$ cat src/rtl/hazard_ctrl.sv
// hazard_ctrl: stage-enable / flush sequencing for the 5-stage pipeline.
// Resolves load-use stalls, taken-branch flushes and data-memory freezes,
// runs the memory-wait timeout FSM and keeps saturating perf counters.
//
// state    | meaning
// ---------+------------------------------------------------------------
// RUN      | normal flow; a stalled memory access moves us to MEM_WAIT
// MEM_WAIT | pipeline frozen until dmem_ack_i or the wait budget expires
// ERROR    | memory never answered; frozen and sticky until rst_i
module hazard_ctrl #(
    parameter int CNT_W       = 16,
    parameter int MEM_TIMEOUT = 8
) (
    input  logic             clk_i,
    input  logic             rst_i,
    input  logic [4:0]       id_rs1_i,
    input  logic [4:0]       id_rs2_i,
    input  logic             id_use_rs2_i,
    input  logic             ex_memread_i,
    input  logic [4:0]       ex_rd_i,
    input  logic             ex_br_taken_i,
    input  logic             mem_access_i,
    input  logic             dmem_ack_i,
    output logic             pc_write_o,
    output logic             ifid_write_o,
    output logic             ifid_flush_o,
    output logic             idex_bubble_o,
    output logic             pipe_en_o,
    output logic             dmem_req_o,
    output logic             err_o,
    output logic [1:0]       state_o,
    output logic [CNT_W-1:0] stall_cnt_o,
    output logic [CNT_W-1:0] flush_cnt_o
);

    localparam int WCNT_W = $clog2(MEM_TIMEOUT) + 1;
    localparam logic [WCNT_W-1:0] WCNT_LAST = WCNT_W'(MEM_TIMEOUT - 1);

    typedef enum logic [1:0] {
        ST_RUN      = 2'b00,
        ST_MEM_WAIT = 2'b01,
        ST_ERROR    = 2'b10
    } state_t;

    state_t            state_q, state_d;
    logic [WCNT_W-1:0] wcnt_q, wcnt_d;
    logic              err_q, err_d;
    logic [CNT_W-1:0]  stall_cnt_q, stall_cnt_d;
    logic [CNT_W-1:0]  flush_cnt_q, flush_cnt_d;

    logic lu;
    logic freeze;
    logic stall_inc;

    // Hazard terms; x0 is hardwired zero so it never creates a dependency.
    always_comb begin
        lu = ex_memread_i && (ex_rd_i != 5'd0) &&
             ((ex_rd_i == id_rs1_i) || (id_use_rs2_i && (ex_rd_i == id_rs2_i)));
        freeze = ((state_q == ST_RUN) && mem_access_i && !dmem_ack_i) ||
                 ((state_q == ST_MEM_WAIT) && !dmem_ack_i) ||
                 (state_q == ST_ERROR);
    end

    // Stage enables and flushes by priority: freeze, taken branch, load-use.
    always_comb begin
        pc_write_o    = 1'b1;
        ifid_write_o  = 1'b1;
        ifid_flush_o  = 1'b0;
        idex_bubble_o = 1'b0;
        pipe_en_o     = 1'b1;
        if (freeze) begin
            pc_write_o   = 1'b0;
            ifid_write_o = 1'b0;
            pipe_en_o    = 1'b0;
        end else if (ex_br_taken_i) begin
            ifid_flush_o  = 1'b1;
            idex_bubble_o = 1'b1;
        end else if (lu) begin
            pc_write_o    = 1'b0;
            ifid_write_o  = 1'b0;
            idex_bubble_o = 1'b1;
        end
        dmem_req_o = mem_access_i && (state_q != ST_ERROR);
    end

    // Memory-wait FSM next state, wait counter and sticky error.
    always_comb begin
        state_d = state_q;
        wcnt_d  = wcnt_q;
        err_d   = err_q;
        case (state_q)
            ST_RUN: begin
                if (mem_access_i && !dmem_ack_i) begin
                    state_d = ST_MEM_WAIT;
                    wcnt_d  = '0;
                end
            end
            ST_MEM_WAIT: begin
                if (dmem_ack_i) begin
                    state_d = ST_RUN;
                end else if (wcnt_q == WCNT_LAST) begin
                    state_d = ST_ERROR;
                    err_d   = 1'b1;
                end else begin
                    wcnt_d = wcnt_q + WCNT_W'(1);
                end
            end
            ST_ERROR: begin
                err_d = 1'b1;
            end
            default: begin
                state_d = ST_RUN;
            end
        endcase
    end

    // Saturating perf counters; ERROR cycles are not counted as stalls.
    always_comb begin
        stall_inc   = (lu && !ex_br_taken_i && !freeze) ||
                      (freeze && (state_q != ST_ERROR));
        stall_cnt_d = stall_cnt_q;
        flush_cnt_d = flush_cnt_q;
        if (stall_inc && (stall_cnt_q != {CNT_W{1'b1}})) begin
            stall_cnt_d = stall_cnt_q + CNT_W'(1);
        end
        if (ifid_flush_o && (flush_cnt_q != {CNT_W{1'b1}})) begin
            flush_cnt_d = flush_cnt_q + CNT_W'(1);
        end
    end

    // State and counter registers.
    always_ff @(posedge clk_i or posedge rst_i) begin
        if (rst_i) begin
            state_q     <= ST_RUN;
            wcnt_q      <= '0;
            err_q       <= 1'b0;
            stall_cnt_q <= '0;
            flush_cnt_q <= '0;
        end else begin
            state_q     <= state_d;
            wcnt_q      <= wcnt_d;
            err_q       <= err_d;
            stall_cnt_q <= stall_cnt_d;
            flush_cnt_q <= flush_cnt_d;
        end
    end

    assign err_o       = err_q;
    assign state_o     = state_q;
    assign stall_cnt_o = stall_cnt_q;
    assign flush_cnt_o = flush_cnt_q;

endmodule

$ cat config.mk
export PLATFORM = sky130hd
export DESIGN_NAME = hazard_ctrl
export DESIGN_NICKNAME = d
export VERILOG_FILES = /design/src/rtl/hazard_ctrl.sv
export SDC_FILE = /design/constraint.sdc
export NUM_CORES = 1
export LEC_CHECK = 0
export BUFFER_PORTS_ARGS = -buffer_cell sky130_fd_sc_hd__buf_4
export CAP_MARGIN = 20
export CORE_AREA = 2 2 67 69
export DETAILED_ROUTE_END_ITERATION = 8
export DIE_AREA = 0 0 69 71
export GPL_TIMING_DRIVEN = 0
export PLACE_DENSITY = 0.77
export SKIP_LAST_GASP = 1
export SLEW_MARGIN = 20
export SYNTH_ARGS = -nofsm -noshare
export SYNTH_HDL_FRONTEND = slang
export SYNTH_SLANG_ARGS = --single-unit
$ cat constraint.sdc
create_clock -name clk_i -period 2.1 [get_ports clk_i]
set_input_delay 0.21 -clock clk_i [delete_from_list [all_inputs] [get_ports clk_i]]
set_output_delay 0.21 -clock clk_i [all_outputs]
set_load 0.02 [all_outputs]
---- Word level (Yosys, flattened, before mapping) ----
Cells that the tools add are included.
Widths: inputs -> output; s select.
cells by class
  add/sub/neg operators ................... 3
  equal/unequal tests ..................... 13
  multiplexer cells ....................... 20
  bitwise operators ....................... 1
  reductions and logical operators ........ 27
operator list
  operator               count
  $add 16x1->16 const B  2
  $ne 16x16->1 const B   2
  $logic_and 1x1->1      13
  $mux 4                 3
  $mux 1                 11
  $eq 5x5->1             2
  $pmux 4 s2             1
  $mux 2                 3
  $ne 2x2->1 const B     3
  $pmux 2 s3             1
  $reduce_and 3->1       2
  $reduce_bool 5->1      1
  $add 4x1->4 const B    1
  $eq 4x3->1 const B     1
  $logic_or 1x1->1       4
  $ne 2x1->1 const B     2
  $reduce_and 4->1       1
  $reduce_bool 2->1      2
  $logic_not 1->1        3
  $ne 3x2->1 const B     1
  $eq 2x1->1 const B     1
  $eq 2x2->1 const B     1
  $logic_not 2->1        1
  $pmux 1 s2             1
  $not 1->1              1
word-level totals
  register bits after elaboration ......... 39
  bits of input ports ..................... 22
  output and inout port bits .............. 41
  logic and storage cells ................. 69

---- Logic depth before layout (Yosys ltp) ----
  word-level depth ........................ 9
  depth in mapped cells ................... 8
  mapped depth without buffers ............ 8

---- Worst setup path before layout ----
No wires, ideal clock.
  path kind ............................... reg-to-reg
  start ................................... reg state_q[1] (netlist: state_o[1])
  end ..................................... reg flush_cnt_q[15] (netlist: flush_cnt_o[15])
  setup time .............................. 0.129 ns
  arrival ................................. 1.949 ns
  data required time ...................... 1.971 ns
  path slack .............................. 0.021 ns
  stages on the path, launching flop included .. 9
  path buffers ............................ 0
  cell sequence ........................... dfrtp_1 -> or2b_1 -> o31a_2 -> nand2_1 -> inv_1 -> o31a_2 -> nor3b_4 -> nand4_1 -> xnor2_1
on the way
  cells in the longest elaborated chain, start to end .. 7
RTL lines
  element                          line  source
  start: declaration               45    state_t state_q, state_d;
  start signal: assignment         140   state_q <= state_d;
  $logic_not 2->1                  59    freeze = ((state_q == ST_RUN) && mem_access_i && !dmem_ack_i) ||
  $logic_and 1x1->1 (2 in series)  59
  $logic_or 1x1->1                 59
  $logic_or 1x1->1 (*)             60    ((state_q == ST_MEM_WAIT) && !dmem_ack_i) ||
  $mux 1 (*)                       71    if (freeze) begin
  named net ifid_flush_o           26    output logic ifid_flush_o,
  $logic_and 1x1->1 (*)            126   if (ifid_flush_o && (flush_cnt_q != {CNT_W{1'b1}})) begin
  end signal: assignment           144   flush_cnt_q <= flush_cnt_d;
  end: declaration                 49    logic [CNT_W-1:0] flush_cnt_q, flush_cnt_d;
Mark *: on every way through the listed nets, which the timed path passes. The rest lies on a longest branch.
A chain may end at the register's enable or synchronous reset.

---- Worst setup path in the final report ----
  start ................................... reg flush_cnt_q[0] (netlist: flush_cnt_o[0])
  end ..................................... reg flush_cnt_q[7] (netlist: flush_cnt_o[7])
on the way
  cells in the longest elaborated chain, start to end .. 2
RTL lines
  element
  branches (longest 2 deep; another with $add 16x1->16)
Several ways; the timed one is not identified.

==> results.yml <==
setup_path:
  cp_data_arrival_time_ns: 2.13
  worstSetupPathType: "reg -> reg"
  rrSetupSlack_ns: 0.13
  cp.required_ns: 2.27
  r2r-start: "flush_cnt_o[0]"
  critPathLaunchType: "flip-flop"
  cp-startpoint: "flush_cnt_o[0]"
  worst-path-max-fanout: 7
  worst_setup_path_end_kind: "flip-flop"
sta:
  slew_viol_final: 0
  fin_ws_ns: 0.132
  fmax_mhz: 508
  hold_violations: 0
  setup_tns_ns: 0
  fin_worst_skew_ns: 0.00995
  fin_crit_ns: 1.97
  finalCritPeriodShare: 0.937
  worstMarginPinSlew_ns: 0.451
  setup_violations: 0
  max_slew_margin: 0.697
hold_path:
  hold_path_class: "in -> reg"
  min_from: "dmem_ack_i"
detailed_routing:
  drt_iter0_drc: 65
  dr.pass1.iters: 4
  avgRoutedWirePerCell_um: 13.1
  remaining_drc_errors: 0
  vias: 1683
  wirelength_mm: 4.27
  via_per_inst: 5.18
  detail-route-antenna-nets: 0
synthesis:
  synthSimpleGateAreaFrac: 0.242
  synth-xor-area-share: 0.153
  synth_top_family_by_area: "simple AND/OR/NAND/NOR gates"
  muxShareOfSynthArea: 0.0322
  yosysSeqAreaShare: 0.474
  yosysWarningCount: 0
  ys_seq_elements: 39
  postSynthCellCount: 200
  synth_compound_area_frac: 0.0614
  synth_cell_type_count: 37
  synth_fp_nets: 225
  syn_area_mm2: 0.00206
  syn_avg_cell_area_um2: 10.3
  synth-adder-area-share: 0.0182
power:
  p_comb_frac: 0.317
  p_leak_nw: 1.30
  ir_drop_mv: 0.946
  share_seq_of_total_power: 0.470
  switching_share: 0.344
  clkPwrFrac: 0.214
  power_density_mw_per_mm2: 822
  p_switching_mw: 0.769
  intPower_mw: 1.47
global_route:
  grt_max_degree: 35
  grt_pass1_vias: 1688
  track_usage: 0.183
  antenna_found_initial: 0
  grt_pass1_wl_mm: 7.36
  grt-ovfl-total: 0
place:
  dp.cells: 315
  io_buffers: 62
  gp_congestion: 0.746
  dp_slack_ns: 0.0449
  hpwl_mm: 3.26
layout:
  final_cells: 325
  diodes: 0
  fin_nets: 297
  area_growth_pct: 32.5
  drive_above_1_share: 0.322
floorplanning:
  ios: 63
  core_mm2: 0.00420
  die_y_um: 71
  fp.dieW_um: 69
  die_area_mm2: 0.00490
  num_rows: 24
  start_util: 0.489
clocking:
  cts.path.max_buffers: 2
  cts_inserted_buffers: 5
  clock_latency_ns: 0.28
  cts.sinks: 39
  cts-root-buf: "clkbuf_8"
  tritoncts: "done"
  clk_pin_slew_ns: 0.07
  h-tree-depth: 2
outcome:
  status: "completed"
run:
  max_cap_violations: 0
timing repair:
action,CTS,global route
resized for setup,1,2
setup buffers,0,1
hold buffers,1,0
endpoints found under the hold margin,5,0
setup endpoints to repair,1,4
logic make-up after synthesis:
group | count (synthesis)
buf+inv | 7
compound gates | 18
simple gates | 91
mux | 6
xor+xnor | 36
fa+ha+maj | 3
flops | 39
synth_stat cells, drive strengths merged:
master / count / area share
a21oi: 5 / 0.012
a31o: 1 / 0.0085
a31oi: 1 / 0.0030
and2: 4 / 0.012
and2b: 1 / 0.0037
and3: 7 / 0.022
and4: 2 / 0.0085
buf: 2 / 0.0091
dfrtp: 39 / 0.47
ha: 3 / 0.018
inv: 5 / 0.0091
mux2: 5 / 0.027
mux2i: 1 / 0.0049
nand2: 19 / 0.035
nand2b: 2 / 0.0061
nand3: 17 / 0.044
nand4: 13 / 0.043
nor2: 14 / 0.026
nor2b: 1 / 0.0030
nor3: 3 / 0.0073
nor3b: 2 / 0.013
o21a: 3 / 0.011
o21ai: 4 / 0.0097
o22ai: 1 / 0.0030
o31a: 2 / 0.0097
o41ai: 1 / 0.0043
or2: 2 / 0.0061
or2b: 2 / 0.0073
or3: 1 / 0.0030
or4: 1 / 0.0037
xnor2: 30 / 0.13
xor2: 6 / 0.026
cells in the final DEF, fill, tap and decap left out, types with 2 or more instances in the layout:
master / count
clkbuf_1: 2
nand3_1: 16
nor2_1: 13
o21a_1: 3
nand2_1: 19
ha_1: 3
buf_4: 64
a21oi_1: 5
or2_2: 2
nand2b_1: 2
and3_1: 6
inv_1: 4
mux2_2: 5
or2b_1: 2
xor2_1: 6
dfrtp_1: 39
xnor2_1: 30
and4_1: 2
and2_1: 4
o21ai_0: 4
nand4_1: 12
nor3_1: 3
clkbuf_8: 5
power by group through the flow:
| stage | clock network, mW | registers [mW] | logic [mW] |
|---|---|---|---|
| after global placement | 0 | 1.06 | 0.692 |
| after CTS | 0.487 | 1.05 | 0.720 |
| after global routing | 0.528 | 1.07 | 0.777 |
| after detailed placement | 0 | 1.06 | 0.716 |
| after floorplan | 0 | 1.18 | 0.281 |
| final | 0.478 | 1.05 | 0.709 |
stage by stage:
stage	power [mW]	utilization	hold WS (ns)	instance area, µm²
after global placement	1.75	0.615	0.429	2590
final	2.24	0.648	0.148	2730
after CTS	2.26	0.643	0.145	2700
after floorplan	1.46	-	0.306	2060
after detailed placement	1.78	0.620	0.119	2610
after global routing	2.38	0.648	0.154	2730
worst paths after layout:
path                                    to  cells past startpoint
setup reg to reg            flush_cnt_o[7]                      7
max in group asynchronous  flush_cnt_o[11]                      4
setup / recovery            flush_cnt_o[7]                      7
min in group asynchronous   stall_cnt_o[8]                      3
hold reg to reg                      err_o                      1
hold / removal                   wcnt_q[0]                      2
routing by layer:
metal  global-route usage  part of all wire  vias to the layer above
li1                     -                 -                      842
met1                0.220              0.43                      812
met2                0.325              0.53                       27
met3               0.0456             0.038                        2
met4               0.0523            0.0049                        0
met5                    0                 0                        -
flip-flops by register name, summed over array words and instances, names as in the netlist:
signal and cells:
err_o 1, flush_cnt_o 16, stall_cnt_o 16, state_o 2, wcnt_q 4
worst max-delay path, stage by stage (launching register included):
cell and delay (ns):
dfrtp_1 0.44, ha_1 0.20, nand3_1 0.10, or2_2 0.32
o31a_4 0.37, nor3b_4 0.18, buf_4 0.14, xnor2_1 0.11
cell type report:
cell class              instances  area, µm²
flip-flops and latches         39        976
multi-input cells             154       1060
clock buffers                   7       76.3
well taps                      52       65.1
fillers                       365       1480
clock inverters                 1       5.00
repair buffers                 65        503
plain buffers                   2       18.8
inverters                       5       18.8
No activity file was read; power rests on OpenSTA's default activity.
